--- src/rtl/i2c_globals_pkg.sv ---
// Shared I2C target definitions: FSM state encoding, ACK levels and helpers.
package i2c_globals_pkg;

  typedef enum logic [3:0] {
    IDLE,
    ADDR,
    ADDR_ACK,
    REG_ADDR,
    REG_ACK,
    WR_DATA,
    WR_ACK,
    RD_DATA,
    RD_ACK,
    WAIT_STOP
  } i2c_target_state_e;

  localparam logic       I2C_ACK              = 1'b0;
  localparam logic       I2C_NACK             = 1'b1;
  localparam logic [6:0] GENERAL_CALL_ADDRESS = 7'h00;

  // Register pointer increment with wrap at the top of the register file.
  function automatic logic [7:0] ptr_next(input logic [7:0] ptr, input int unsigned n_reg);
    return ((32'(ptr) + 32'd1) >= n_reg) ? 8'h00 : ptr + 8'd1;
  endfunction

endpackage

--- src/rtl/i2c_target_regfile_if.sv ---
// Pin/debug bundle of the I2C register-file target; slave = target side.
interface i2c_target_regfile_if;
  logic       scl_i;
  logic       sda_i;
  logic       sda_oe;
  logic       busy;
  logic       wr_valid;
  logic [7:0] wr_index;
  logic [7:0] wr_data;
  logic [7:0] dbg_index;
  logic [7:0] dbg_data;

  modport slave (
    input  scl_i, sda_i, dbg_index,
    output sda_oe, busy, wr_valid, wr_index, wr_data, dbg_data
  );

  modport master (
    output scl_i, sda_i, dbg_index,
    input  sda_oe, busy, wr_valid, wr_index, wr_data, dbg_data
  );
endinterface

--- src/rtl/i2c_sync_edge.sv ---
// Two-flop SCL/SDA synchroniser with registered edge, START and STOP detection.
module i2c_sync_edge (
  input  logic clk,
  input  logic rst,
  input  logic scl_i,
  input  logic sda_i,
  output logic scl_rise,
  output logic scl_fall,
  output logic start_det,
  output logic stop_det,
  output logic sda_s
);

  logic [1:0] scl_sync;
  logic [1:0] sda_sync;
  logic       scl_q;
  logic       sda_q;

  // sda_s is registered alongside the edge flags so a bit is sampled in the same cycle as scl_rise.
  always_ff @(posedge clk or posedge rst) begin
    if (rst) begin
      scl_sync  <= '1;
      sda_sync  <= '1;
      scl_q     <= 1'b1;
      sda_q     <= 1'b1;
      scl_rise  <= 1'b0;
      scl_fall  <= 1'b0;
      start_det <= 1'b0;
      stop_det  <= 1'b0;
      sda_s     <= 1'b1;
    end else begin
      scl_sync  <= {scl_sync[0], scl_i};
      sda_sync  <= {sda_sync[0], sda_i};
      scl_q     <= scl_sync[1];
      sda_q     <= sda_sync[1];
      scl_rise  <= scl_sync[1] & ~scl_q;
      scl_fall  <= ~scl_sync[1] & scl_q;
      start_det <= scl_sync[1] & scl_q & sda_q & ~sda_sync[1];
      stop_det  <= scl_sync[1] & scl_q & ~sda_q & sda_sync[1];
      sda_s     <= sda_sync[1];
    end
  end

endmodule

--- src/rtl/i2c_target_regfile.sv ---
// I2C target with register file: address match, register pointer, auto-increment writes/reads.
// Optional I2C_GENERAL_CALL_EN: ACK 7'h00+W and write the following byte to register 0.
module i2c_target_regfile
  import i2c_globals_pkg::*;
#(
  parameter logic [6:0]  SLAVE_ADDRESS = 7'h68,
  parameter int unsigned NO_OF_REG     = 4,
  parameter int unsigned DATA_WIDTH    = 8
) (
  input logic                 pclk,
  input logic                 areset,
  i2c_target_regfile_if.slave bus
);

  localparam int unsigned IDX_W     = (NO_OF_REG > 1) ? $clog2(NO_OF_REG) : 1;
  localparam logic [3:0]  BYTE_BITS = 4'(DATA_WIDTH);

  logic scl_rise;
  logic scl_fall;
  logic start_det;
  logic stop_det;
  logic sda_s;

  i2c_sync_edge u_sync (
    .clk       (pclk),
    .rst       (areset),
    .scl_i     (bus.scl_i),
    .sda_i     (bus.sda_i),
    .scl_rise  (scl_rise),
    .scl_fall  (scl_fall),
    .start_det (start_det),
    .stop_det  (stop_det),
    .sda_s     (sda_s)
  );

  i2c_target_state_e     state;
  logic [DATA_WIDTH-1:0] shreg;
  logic [3:0]            bit_cnt;
  logic [7:0]            reg_ptr;
  logic                  mst_ack;
  logic                  gcall;
  logic                  sda_oe_q;
  logic                  busy_q;
  logic                  wr_valid_q;
  logic [7:0]            wr_index_q;
  logic [DATA_WIDTH-1:0] wr_data_q;
  logic [DATA_WIDTH-1:0] dbg_data_q;
  logic [DATA_WIDTH-1:0] regfile [NO_OF_REG];

  logic [DATA_WIDTH-1:0] rx_byte;
  logic [DATA_WIDTH-1:0] cur_reg;
  logic [7:0]            ptr_inc;
  logic [IDX_W-1:0]      wr_slot;

  assign rx_byte = {shreg[DATA_WIDTH-2:0], sda_s};
  assign cur_reg = regfile[reg_ptr[IDX_W-1:0]];
  assign ptr_inc = ptr_next(reg_ptr, NO_OF_REG);
  assign wr_slot = gcall ? '0 : reg_ptr[IDX_W-1:0];

  assign bus.sda_oe   = sda_oe_q;
  assign bus.busy     = busy_q;
  assign bus.wr_valid = wr_valid_q;
  assign bus.wr_index = wr_index_q;
  assign bus.wr_data  = wr_data_q;
  assign bus.dbg_data = dbg_data_q;

  always_ff @(posedge pclk or posedge areset) begin
    if (areset) begin
      state      <= IDLE;
      shreg      <= '0;
      bit_cnt    <= '0;
      reg_ptr    <= '0;
      mst_ack    <= 1'b0;
      gcall      <= 1'b0;
      sda_oe_q   <= 1'b0;
      busy_q     <= 1'b0;
      wr_valid_q <= 1'b0;
      wr_index_q <= '0;
      wr_data_q  <= '0;
      regfile    <= '{default: '0};
    end else begin
      wr_valid_q <= 1'b0;
      if (stop_det) begin
        state    <= IDLE;
        reg_ptr  <= '0;
        bit_cnt  <= '0;
        gcall    <= 1'b0;
        sda_oe_q <= 1'b0;
        busy_q   <= 1'b0;
      end else if (start_det) begin
        // reg_ptr survives a repeated START so a write-address phase can precede a read
        state    <= ADDR;
        bit_cnt  <= '0;
        gcall    <= 1'b0;
        sda_oe_q <= 1'b0;
        busy_q   <= 1'b0;
      end else begin
        case (state)
          ADDR: begin
            if (scl_rise && bit_cnt < BYTE_BITS) begin
              shreg   <= rx_byte;
              bit_cnt <= bit_cnt + 4'd1;
            end else if (scl_fall && bit_cnt == BYTE_BITS) begin
              bit_cnt <= '0;
              if (shreg[7:1] == SLAVE_ADDRESS) begin
                sda_oe_q <= 1'b1;
                busy_q   <= 1'b1;
                state    <= ADDR_ACK;
              end
`ifdef I2C_GENERAL_CALL_EN
              else if (shreg[7:1] == GENERAL_CALL_ADDRESS && !shreg[0]) begin
                sda_oe_q <= 1'b1;
                busy_q   <= 1'b1;
                gcall    <= 1'b1;
                state    <= ADDR_ACK;
              end
`endif
              else begin
                state <= WAIT_STOP;
              end
            end
          end

          ADDR_ACK: begin
            if (scl_fall) begin
              bit_cnt <= '0;
              if (gcall) begin
                sda_oe_q <= 1'b0;
                state    <= WR_DATA;
              end else if (shreg[0]) begin
                shreg    <= cur_reg;
                sda_oe_q <= ~cur_reg[DATA_WIDTH-1];
                state    <= RD_DATA;
              end else begin
                sda_oe_q <= 1'b0;
                state    <= REG_ADDR;
              end
            end
          end

          REG_ADDR: begin
            if (scl_rise && bit_cnt < BYTE_BITS) begin
              shreg   <= rx_byte;
              bit_cnt <= bit_cnt + 4'd1;
            end else if (scl_fall && bit_cnt == BYTE_BITS) begin
              bit_cnt <= '0;
              if ({1'b0, shreg} < 9'(NO_OF_REG)) begin
                sda_oe_q <= 1'b1;
                reg_ptr  <= shreg;
                state    <= REG_ACK;
              end else begin
                state <= WAIT_STOP;
              end
            end
          end

          REG_ACK: begin
            if (scl_fall) begin
              sda_oe_q <= 1'b0;
              bit_cnt  <= '0;
              state    <= WR_DATA;
            end
          end

          WR_DATA: begin
            if (scl_rise && bit_cnt < BYTE_BITS) begin
              shreg   <= rx_byte;
              bit_cnt <= bit_cnt + 4'd1;
              // Commit on the rising edge that samples the last bit; ACK follows on the fall
              if (bit_cnt == BYTE_BITS - 4'd1) begin
                regfile[wr_slot] <= rx_byte;
                wr_valid_q       <= 1'b1;
                wr_index_q       <= 8'(wr_slot);
                wr_data_q        <= rx_byte;
                if (!gcall) reg_ptr <= ptr_inc;
              end
            end else if (scl_fall && bit_cnt == BYTE_BITS) begin
              sda_oe_q <= 1'b1;
              bit_cnt  <= '0;
              state    <= WR_ACK;
            end
          end

          WR_ACK: begin
            if (scl_fall) begin
              sda_oe_q <= 1'b0;
              bit_cnt  <= '0;
              state    <= gcall ? WAIT_STOP : WR_DATA;
            end
          end

          RD_DATA: begin
            if (scl_rise && bit_cnt < BYTE_BITS) begin
              bit_cnt <= bit_cnt + 4'd1;
            end else if (scl_fall && bit_cnt == BYTE_BITS) begin
              sda_oe_q <= 1'b0;
              bit_cnt  <= '0;
              mst_ack  <= 1'b0;
              state    <= RD_ACK;
            end else if (scl_fall && bit_cnt != 4'd0) begin
              shreg    <= {shreg[DATA_WIDTH-2:0], 1'b0};
              sda_oe_q <= ~shreg[DATA_WIDTH-2];
            end
          end

          RD_ACK: begin
            if (scl_rise) begin
              mst_ack <= (sda_s == I2C_ACK);
              if (sda_s == I2C_ACK) reg_ptr <= ptr_inc;
            end else if (scl_fall) begin
              if (mst_ack) begin
                shreg    <= cur_reg;
                sda_oe_q <= ~cur_reg[DATA_WIDTH-1];
                state    <= RD_DATA;
              end else begin
                state <= WAIT_STOP;
              end
            end
          end

          IDLE, WAIT_STOP: begin
          end

          default: state <= IDLE;
        endcase
      end
    end
  end

  always_ff @(posedge pclk or posedge areset) begin
    if (areset) begin
      dbg_data_q <= '0;
    end else if (32'(bus.dbg_index) < NO_OF_REG) begin
      dbg_data_q <= regfile[bus.dbg_index[IDX_W-1:0]];
    end else begin
      dbg_data_q <= '0;
    end
  end

endmodule

--- src/flat_wrapper.sv ---
// flat-port wrapper written by rule: the top's interface ports become plain ports
module i2c_target_regfile_flat import i2c_globals_pkg::*;
#(
  parameter logic [6:0]  SLAVE_ADDRESS = 7'h68,
  parameter int unsigned NO_OF_REG     = 4,
  parameter int unsigned DATA_WIDTH    = 8
)
  (pclk, areset, bus_scl_i, bus_sda_i, bus_dbg_index, bus_sda_oe, bus_busy, bus_wr_valid, bus_wr_index, bus_wr_data, bus_dbg_data);
  i2c_target_regfile_if bus_i ();
  input logic pclk;
  input logic areset;
  input wire logic [$bits(bus_i.scl_i)-1:0] bus_scl_i;
  input wire logic [$bits(bus_i.sda_i)-1:0] bus_sda_i;
  input wire logic [$bits(bus_i.dbg_index)-1:0] bus_dbg_index;
  output wire logic [$bits(bus_i.sda_oe)-1:0] bus_sda_oe;
  output wire logic [$bits(bus_i.busy)-1:0] bus_busy;
  output wire logic [$bits(bus_i.wr_valid)-1:0] bus_wr_valid;
  output wire logic [$bits(bus_i.wr_index)-1:0] bus_wr_index;
  output wire logic [$bits(bus_i.wr_data)-1:0] bus_wr_data;
  output wire logic [$bits(bus_i.dbg_data)-1:0] bus_dbg_data;
  assign bus_i.scl_i = bus_scl_i;
  assign bus_i.sda_i = bus_sda_i;
  assign bus_i.dbg_index = bus_dbg_index;
  assign bus_sda_oe = bus_i.sda_oe;
  assign bus_busy = bus_i.busy;
  assign bus_wr_valid = bus_i.wr_valid;
  assign bus_wr_index = bus_i.wr_index;
  assign bus_wr_data = bus_i.wr_data;
  assign bus_dbg_data = bus_i.dbg_data;
  i2c_target_regfile #(.SLAVE_ADDRESS(SLAVE_ADDRESS), .NO_OF_REG(NO_OF_REG), .DATA_WIDTH(DATA_WIDTH)) u_core (.pclk(pclk), .areset(areset), .bus(bus_i));
endmodule
--- config.mk ---
export PLATFORM = sky130hd
export DESIGN_NAME = i2c_target_regfile_flat
export DESIGN_NICKNAME = d
export VERILOG_FILES = /design/src/rtl/i2c_globals_pkg.sv /design/src/rtl/i2c_target_regfile_if.sv /design/src/rtl/i2c_sync_edge.sv /design/src/rtl/i2c_target_regfile.sv /design/src/flat_wrapper.sv
export SDC_FILE = /design/constraint.sdc
export NUM_CORES = 1
export LEC_CHECK = 0
export BUFFER_PORTS_ARGS = -buffer_cell sky130_fd_sc_hd__buf_2
export CAP_MARGIN = 20
export CORE_MARGIN = 1.5
export CORE_UTILIZATION = 50
export CTS_BUF_LIST = sky130_fd_sc_hd__clkbuf_8 sky130_fd_sc_hd__clkbuf_16
export DETAILED_ROUTE_END_ITERATION = 12
export MAX_ROUTING_LAYER = met4
export PLACE_DENSITY = 0.66
export SKIP_LAST_GASP = 1
export SYNTH_ARGS = -nofsm -noshare
export SYNTH_HDL_FRONTEND = slang
export SYNTH_HIERARCHICAL = 1
export SYNTH_SLANG_ARGS = --single-unit
--- constraint.sdc ---
create_clock -name pclk -period 4.1 [get_ports pclk]
set_input_delay 0.41 -clock pclk [delete_from_list [all_inputs] [get_ports pclk]]
set_output_delay 0.41 -clock pclk [all_outputs]
set_load 0.1 [all_outputs]
Word level (Yosys, flattened, before mapping). Index checks and enable logic that the tools add are counted.

Register bits: 89. Bits of input ports: 12. Output and inout bits: 27. Word-level logic and storage cells: 235.

Add/sub/neg operators: 3. Magnitude comparators: 8. Equality and inequality tests: 55. Mux-type cells: 97. Bitwise logic cells: 18. Reductions and logical operators: 29.

Operators by type and width (count): 8-bit two-way mux (27); 4-bit two-way mux (25); 4-bit inequality test (second input constant) (9); 4-bit case mux with 9 select lines (1); 1-bit two-way mux (33); 8-bit binary-select mux with 2-bit select (2); 32-bit bitwise mux (1); 32-bit by 3-bit greater-or-equal comparator with 1-bit output (second input constant) (1); 8-bit case mux with 4 select lines (1); 4-bit by 3-bit inequality test with 1-bit output (second input constant) (7); 8-bit case mux with 3 select lines (1); 4-bit by 3-bit equality test with 1-bit output (second input constant) (5); 3-bit inequality test (second input constant) (6); 8-bit demux with 2-bit select (1); 8-bit by 3-bit < comparator with 1-bit output (second input constant) (2); 16-bit AND reduction (1); 4-bit nonzero test (4); 2-bit inequality test (second input constant) (7); 14-bit AND reduction (1); 13-bit AND reduction (1); 4-bit equality test (second input constant) (3); 2-bit by 1-bit inequality test with 1-bit output (second input constant) (6); 3-bit by 2-bit inequality test with 1-bit output (second input constant) (4); 12-bit AND reduction (1); other kinds (33) (60).

Longest topological paths before layout.
Word-level depth: 11. Mapped depth: 7. Mapped depth without buffers: 7.

Cells and area by module. The synthesis kept the hierarchy.

By module, submodules not included: i2c_target_regfile (times used 1, cells an instance 365, area an instance 4262.8 µm², seq. area each 1951.9 µm²); i2c_sync_edge (times used 1, cells an instance 15, area an instance 294.0 µm², seq. area each 257.7 µm²).

Worst setup path before layout. Ideal clock, no wire load.

Kind: register to register. Start point: register u_core.u_sync.stop_det. End point: register u_core.wr_data_q[0], in the netlist u_core/bus.wr_data[0]. Library setup time: 125 ps. Arrival time: 1903 ps. Data required time: 3975 ps. Setup slack: 2071 ps. Stages on the path, launching flop included: 6. Path buffers: 2. Clock period less this slack: 2029 ps. Cells stage by stage: dfrtp_1 clkbuf_1 or2_1 nor4_4 buf_6 mux2_2.

Cells in the longest elaborated chain, start to end: 2.

RTL lines: from (decl) (RTL line i2c_sync_edge.sv:10) `output logic stop_det,`; from (signal assigned) (RTL line i2c_sync_edge.sv:39) `stop_det <= scl_sync[1] & scl_q & ~sda_q & sda_sync[1];`; 1-bit inverter (no source line); 5-bit AND reduction (no source line); to (signal assigned) (RTL line i2c_target_regfile.sv:174) `wr_data_q <= rx_byte;`; to (decl) (RTL line i2c_target_regfile.sv:46) `logic [DATA_WIDTH-1:0] wr_data_q;`.

No other way between the ends. A chain may end at the register's enable or synchronous reset.

Worst setup path in the final report.
Start point: register u_core.state[3]. End point: register u_core.shreg[7].

Cells in the longest elaborated chain, start to end: 4. Elaborated cells on any way between the ends: 20. Those cells by class: eq/ne (16); mux (1); reduce/logical (3).

RTL lines: from (decl) (RTL line i2c_target_regfile.sv:36) `i2c_target_state_e state;`; from (signal assigned) (RTL line i2c_target_regfile.sv:188) `state <= gcall ? WAIT_STOP : WR_DATA;`; 4-bit by 1-bit equality test with 1-bit output, or another cell as far along (RTL line i2c_target_regfile.sv:98) `case (state)`; 3-bit OR reduction (no source line); 2-bit by 1-bit inequality test with 1-bit output (no source line) or 4-bit nonzero test (tied branches); 13-bit AND reduction (no source line); to (signal assigned) (RTL line i2c_target_regfile.sv:101) `shreg <= rx_byte;`; to (signal assigned) (RTL line i2c_target_regfile.sv:131) `shreg <= cur_reg;`; to (signal assigned) (RTL line i2c_target_regfile.sv:143) `shreg <= rx_byte;`; to (decl) (RTL line i2c_target_regfile.sv:37) `logic [DATA_WIDTH-1:0] shreg;`.

Parallel ways exist; a longest one is shown, timed or not.

==> impl.org <==
** STA
- Dividing the final minimum period by the clock period gives 0.653.
- The clock arrives with 0.0115 ns of skew.
- Across all setup checks in the final design, the least slack found is ~1.4 ns.
- Setup violations remaining at the end of the flow were counted as 0.
- The worst pin sits at a relative slew slack of 0.381.
- Timing would allow up to 374 MHz.
- In the final timing run, aggregate negative setup slack is 0 ns.
- Counting I/O delays and the setup requirement, the final critical path takes between 2 and 3 ns.
- Endpoints failing hold :: 0
- Max-slew violations :: 0
- Setup repair after global routing left no endpoint under its margin.
- Worst slew pin tran :: a little over 0.9 ns

** Yosys
- The synthesized netlist occupies a cell area of roughly 4600 um2.
- The average instance in the mapped netlist occupies around 12 um2.
- Number of synthesized flops with an enable pin :: 0
- For this run, the leading register cell type out of synthesis is sky130_fd_sc_hd__dfrtp_1.
- During synthesis, Yosys emitted a total of 6 warnings.
- Synthesis produced a netlist whose cell count is 380.
- Biggest area contributors in the synthesized netlist :: sky130_fd_sc_hd__dfrtp_1, sky130_fd_sc_hd__mux2_2, sky130_fd_sc_hd__mux4_2
- Ranking of synthesized cells by instance count :: sky130_fd_sc_hd__dfrtp_1, sky130_fd_sc_hd__mux2_2, sky130_fd_sc_hd__nor2_1
- Post-synthesis sequential element count :: 88
- Synthesis instantiated 63 different standard cells from the library.
- Of all flip-flops after synthesis, the portion carrying an async set or reset was 1.00.
- Top-count cell post-synth :: sky130_fd_sc_hd__dfrtp_1
- Synth top area share :: 0.450
- The biggest area contributor in the post-synthesis netlist is sky130_fd_sc_hd__dfrtp_1.
- Portion of the post-synthesis area used by sequential elements :: 0.485

** Placement
- Worst setup slack after placement :: ~1.4 ns
- IO buf count :: 32
- Final weighted congestion in routability-driven placement :: 0.925
- Summed over all nets, the half-perimeter wirelength after detailed placement is slightly below 7 mm.

** Worst setup path
- Worst Path Class, Setup :: reg2reg
- Required time of the worst setup path :: between 4 and 5 ns
- Data arrives at the worst endpoint at between 2 and 3 ns.
- The worst setup path is captured at a register.
- Internal reg-to-reg setup slack :: about 1.4 ns
- STA classifies the critical path startpoint as a register.
- Max Fanout on Critical Path :: 22

** Drt
- For this run, design rule violations remaining after detail routing come to 0.
- Routed via count :: 3198
- Once detail routing completed, the nets flagged for antenna violations numbered 0.
- Iteration count of the initial detailed-routing pass :: 4
- Using the TritonRoute via totals, the vias-per-cell ratio works out to between 6 and 7.
- Dividing the detail-routed wire length by the instance count gives 19.3 um.
- DR iter-0 viols :: 326
- For this block, the routed nets add up to 10.0 mm of wire.

** Clocking
- The H-tree was split into 3 levels.
- In this run the deepest clock path goes through 2 buffers.
- Clock tree synthesis found a total of between 80 and 90 sinks.
- CTS tree :: done
- The root buffer cell chosen for the clock tree is sky130_fd_sc_hd__clkbuf_8.
- Post-CTS setup buffer count :: 0
- In this run, CTS created clock tree buffers numbering 9.
- Count of instances resized after the clock tree is built :: 0
- Clock edge transition at the registers on the reported setup and hold paths :: approximately 0.090 ns
- Source-to-sink clock delay at the later pin of the worst-skew pair :: around 0.35 ns
- Buffers inserted to repair hold after CTS numbered 0.

** Cells and area
- From synthesis to final layout, the design area changed by 9.83%.
- NumNets Final :: 425
- Antenna diode instance count :: 0
- Layout cells sized above 1 :: 0.318

** Power and ir drop
- Combinational group share of total power :: 0.330
- In this run the static leakage power is between 0.002 and 0.0025 uW.
- For this design the total switching power over the nets is approximately 1100 uW.
- Part of the total power dissipated in the clock network :: 0.238
- Switching part of the total power :: 0.399
- IR Drop Worst-Case VDD :: 0.303 mV
- In this run the power density over the cells is approximately 530 nW/um2.
- The share of total power dissipated in sequential elements is 0.433.
- Internal power :: 1600 uW

** GRT
- Via count of the first global-routing pass :: around 3200
- Summed over all layers, the global routing overflow is 0.
- Pin count of the biggest net entering global routing :: 61
- The number of antenna violations at the first check in global routing is 0.
- In the global route stage, overall resource usage came out at 0.229.
- First-pass GRT wire length :: about 17 mm

** Floorplanning
- The die covers 9700 um2.
- The die is 98.5 um wide.
- The floorplan step defined a core boundary enclosing 8760 um2.
- Count of standard-cell rows :: 34
- In this run the vertical extent of the chip is 98.5 um.
- Pin placement for this block handled 39 I/O pins.
- For this configuration, the core starts out at a cell density of 0.520.

** Run status
- The flow ran to the end, and the final reports show no timing, DRC or antenna violations.

** Worst hold path
- In this run the worst hold path is classified as in2reg.

** Run
- The tool flagged a number of max-cap violations equal to 0.
path summary, 6_finish.rpt:
check / from / end / cells past startpoint
max: u_core/state[3] / u_core/shreg[7] / 5
min: bus_scl_i / u_core/u_sync/scl_sync[0] / 1
max reg2reg: u_core/state[3] / u_core/shreg[7] / 5
min reg2reg: u_core/u_sync/scl_sync[0] / u_core/u_sync/scl_sync[1] / 0
max in group asynchronous: areset / u_core/regfile[25] / 4
min in group asynchronous: areset / u_core/reg_ptr[5] / 3
registers in the layout, summed over array words and instances (netlist names), 2 cells and up:
name,count
u_core/shreg,8
u_core/reg_ptr,8
u_core/bus.wr_data,8
u_core/bit_cnt,4
u_core/u_sync/scl_sync,2
u_core/regfile,32
u_core/bus.wr_index,2
u_core/u_sync/sda_sync,2
u_core/state,4
u_core/bus.dbg_data,8
metrics by stage:
stage / hold slack, ns / area (um2) / std cells / power [uW] / util
3_5_place_dp: 0.349 / 4750 / 502 / 2020 / 0.543
3_3_place_gp: 0.349 / 4740 / 501 / 2010 / 0.541
2_1_floorplan: 0.246 / 4580 / 385 / 1820 / -
6_report: 0.151 / 5000 / 520 / 2660 / 0.571
4_1_cts: 0.0357 / 4970 / 518 / 2660 / 0.567
5_1_grt: 0.132 / 5000 / 520 / 2810 / 0.571
placed cells by master, fill, tap and decap left out, types with 7 or more instances in the layout:
master | Yosys | layout
sky130_fd_sc_hd__nor2_1 | 18 | 18
sky130_fd_sc_hd__inv_1 | 17 | 16
sky130_fd_sc_hd__nand2_1 | 12 | 12
sky130_fd_sc_hd__o21ai_0 | 16 | 16
sky130_fd_sc_hd__buf_2 | 7 | 32
sky130_fd_sc_hd__mux2_2 | 46 | 46
sky130_fd_sc_hd__and3_1 | 13 | 13
sky130_fd_sc_hd__nor3_1 | 9 | 9
sky130_fd_sc_hd__and2_1 | 8 | 8
sky130_fd_sc_hd__dfrtp_1 | 82 | 82
sky130_fd_sc_hd__nor2b_1 | 7 | 7
sky130_fd_sc_hd__mux4_2 | 16 | 16
sky130_fd_sc_hd__nand2b_1 | 7 | 7
sky130_fd_sc_hd__clkbuf_8 | 0 | 10
sky130_fd_sc_hd__a21oi_1 | 15 | 15
logic make-up (layout without fill, tap and decap cells):
kind of cell / count (synthesis) / after routing / synth area share
buffers and inverters: 43 / 70 / 0.0456
AOI/OAI and AO/OA: 64 / 64 / 0.0945
and+or+nand+nor: 111 / 111 / 0.153
muxes: 67 / 67 / 0.205
adders and majority gates: 6 / 6 / 0.0165
DFF: 88 / 88 / 0.485
other: 1 / 6 / 0.000823
power by group through the flow:
stage | Sequential [uW] | Combinational [uW] | Clock (uW)
finish | 1150 | 875 | 632
global route | 1170 | 952 | 685
CTS | 1150 | 863 | 650
detailed placement | 1160 | 858 | 0
global placement | 1160 | 846 | 0
floorplan | 1040 | 780 | 0
per-layer routing:
layer  wire (um)  global-route usage  vias up
met5           0                   -        -
met4          96              0.0574        0
met3         468              0.0433       10
met2        4800               0.346       91
met1        4650               0.322     1656
li1            -                   -     1441
critical path: stages, from the launching register on:
cell	delay, ns
sky130_fd_sc_hd__dfrtp_1	0.73
sky130_fd_sc_hd__nor4b_4	0.67
sky130_fd_sc_hd__and3_1	0.24
sky130_fd_sc_hd__o211ai_1	0.16
sky130_fd_sc_hd__nor3_4	0.38
sky130_fd_sc_hd__mux2_2	0.39
cell type report:
type,instances,area (um2)
flip-flops and latches,88,2210
repair buffers,37,224
fillers,735,3760
multi-input cells,254,2160
clock inverters,6,75.1
clock buffers,10,138
inverters,17,65.1
well taps,108,135
(Power assumes the default switching activity.)
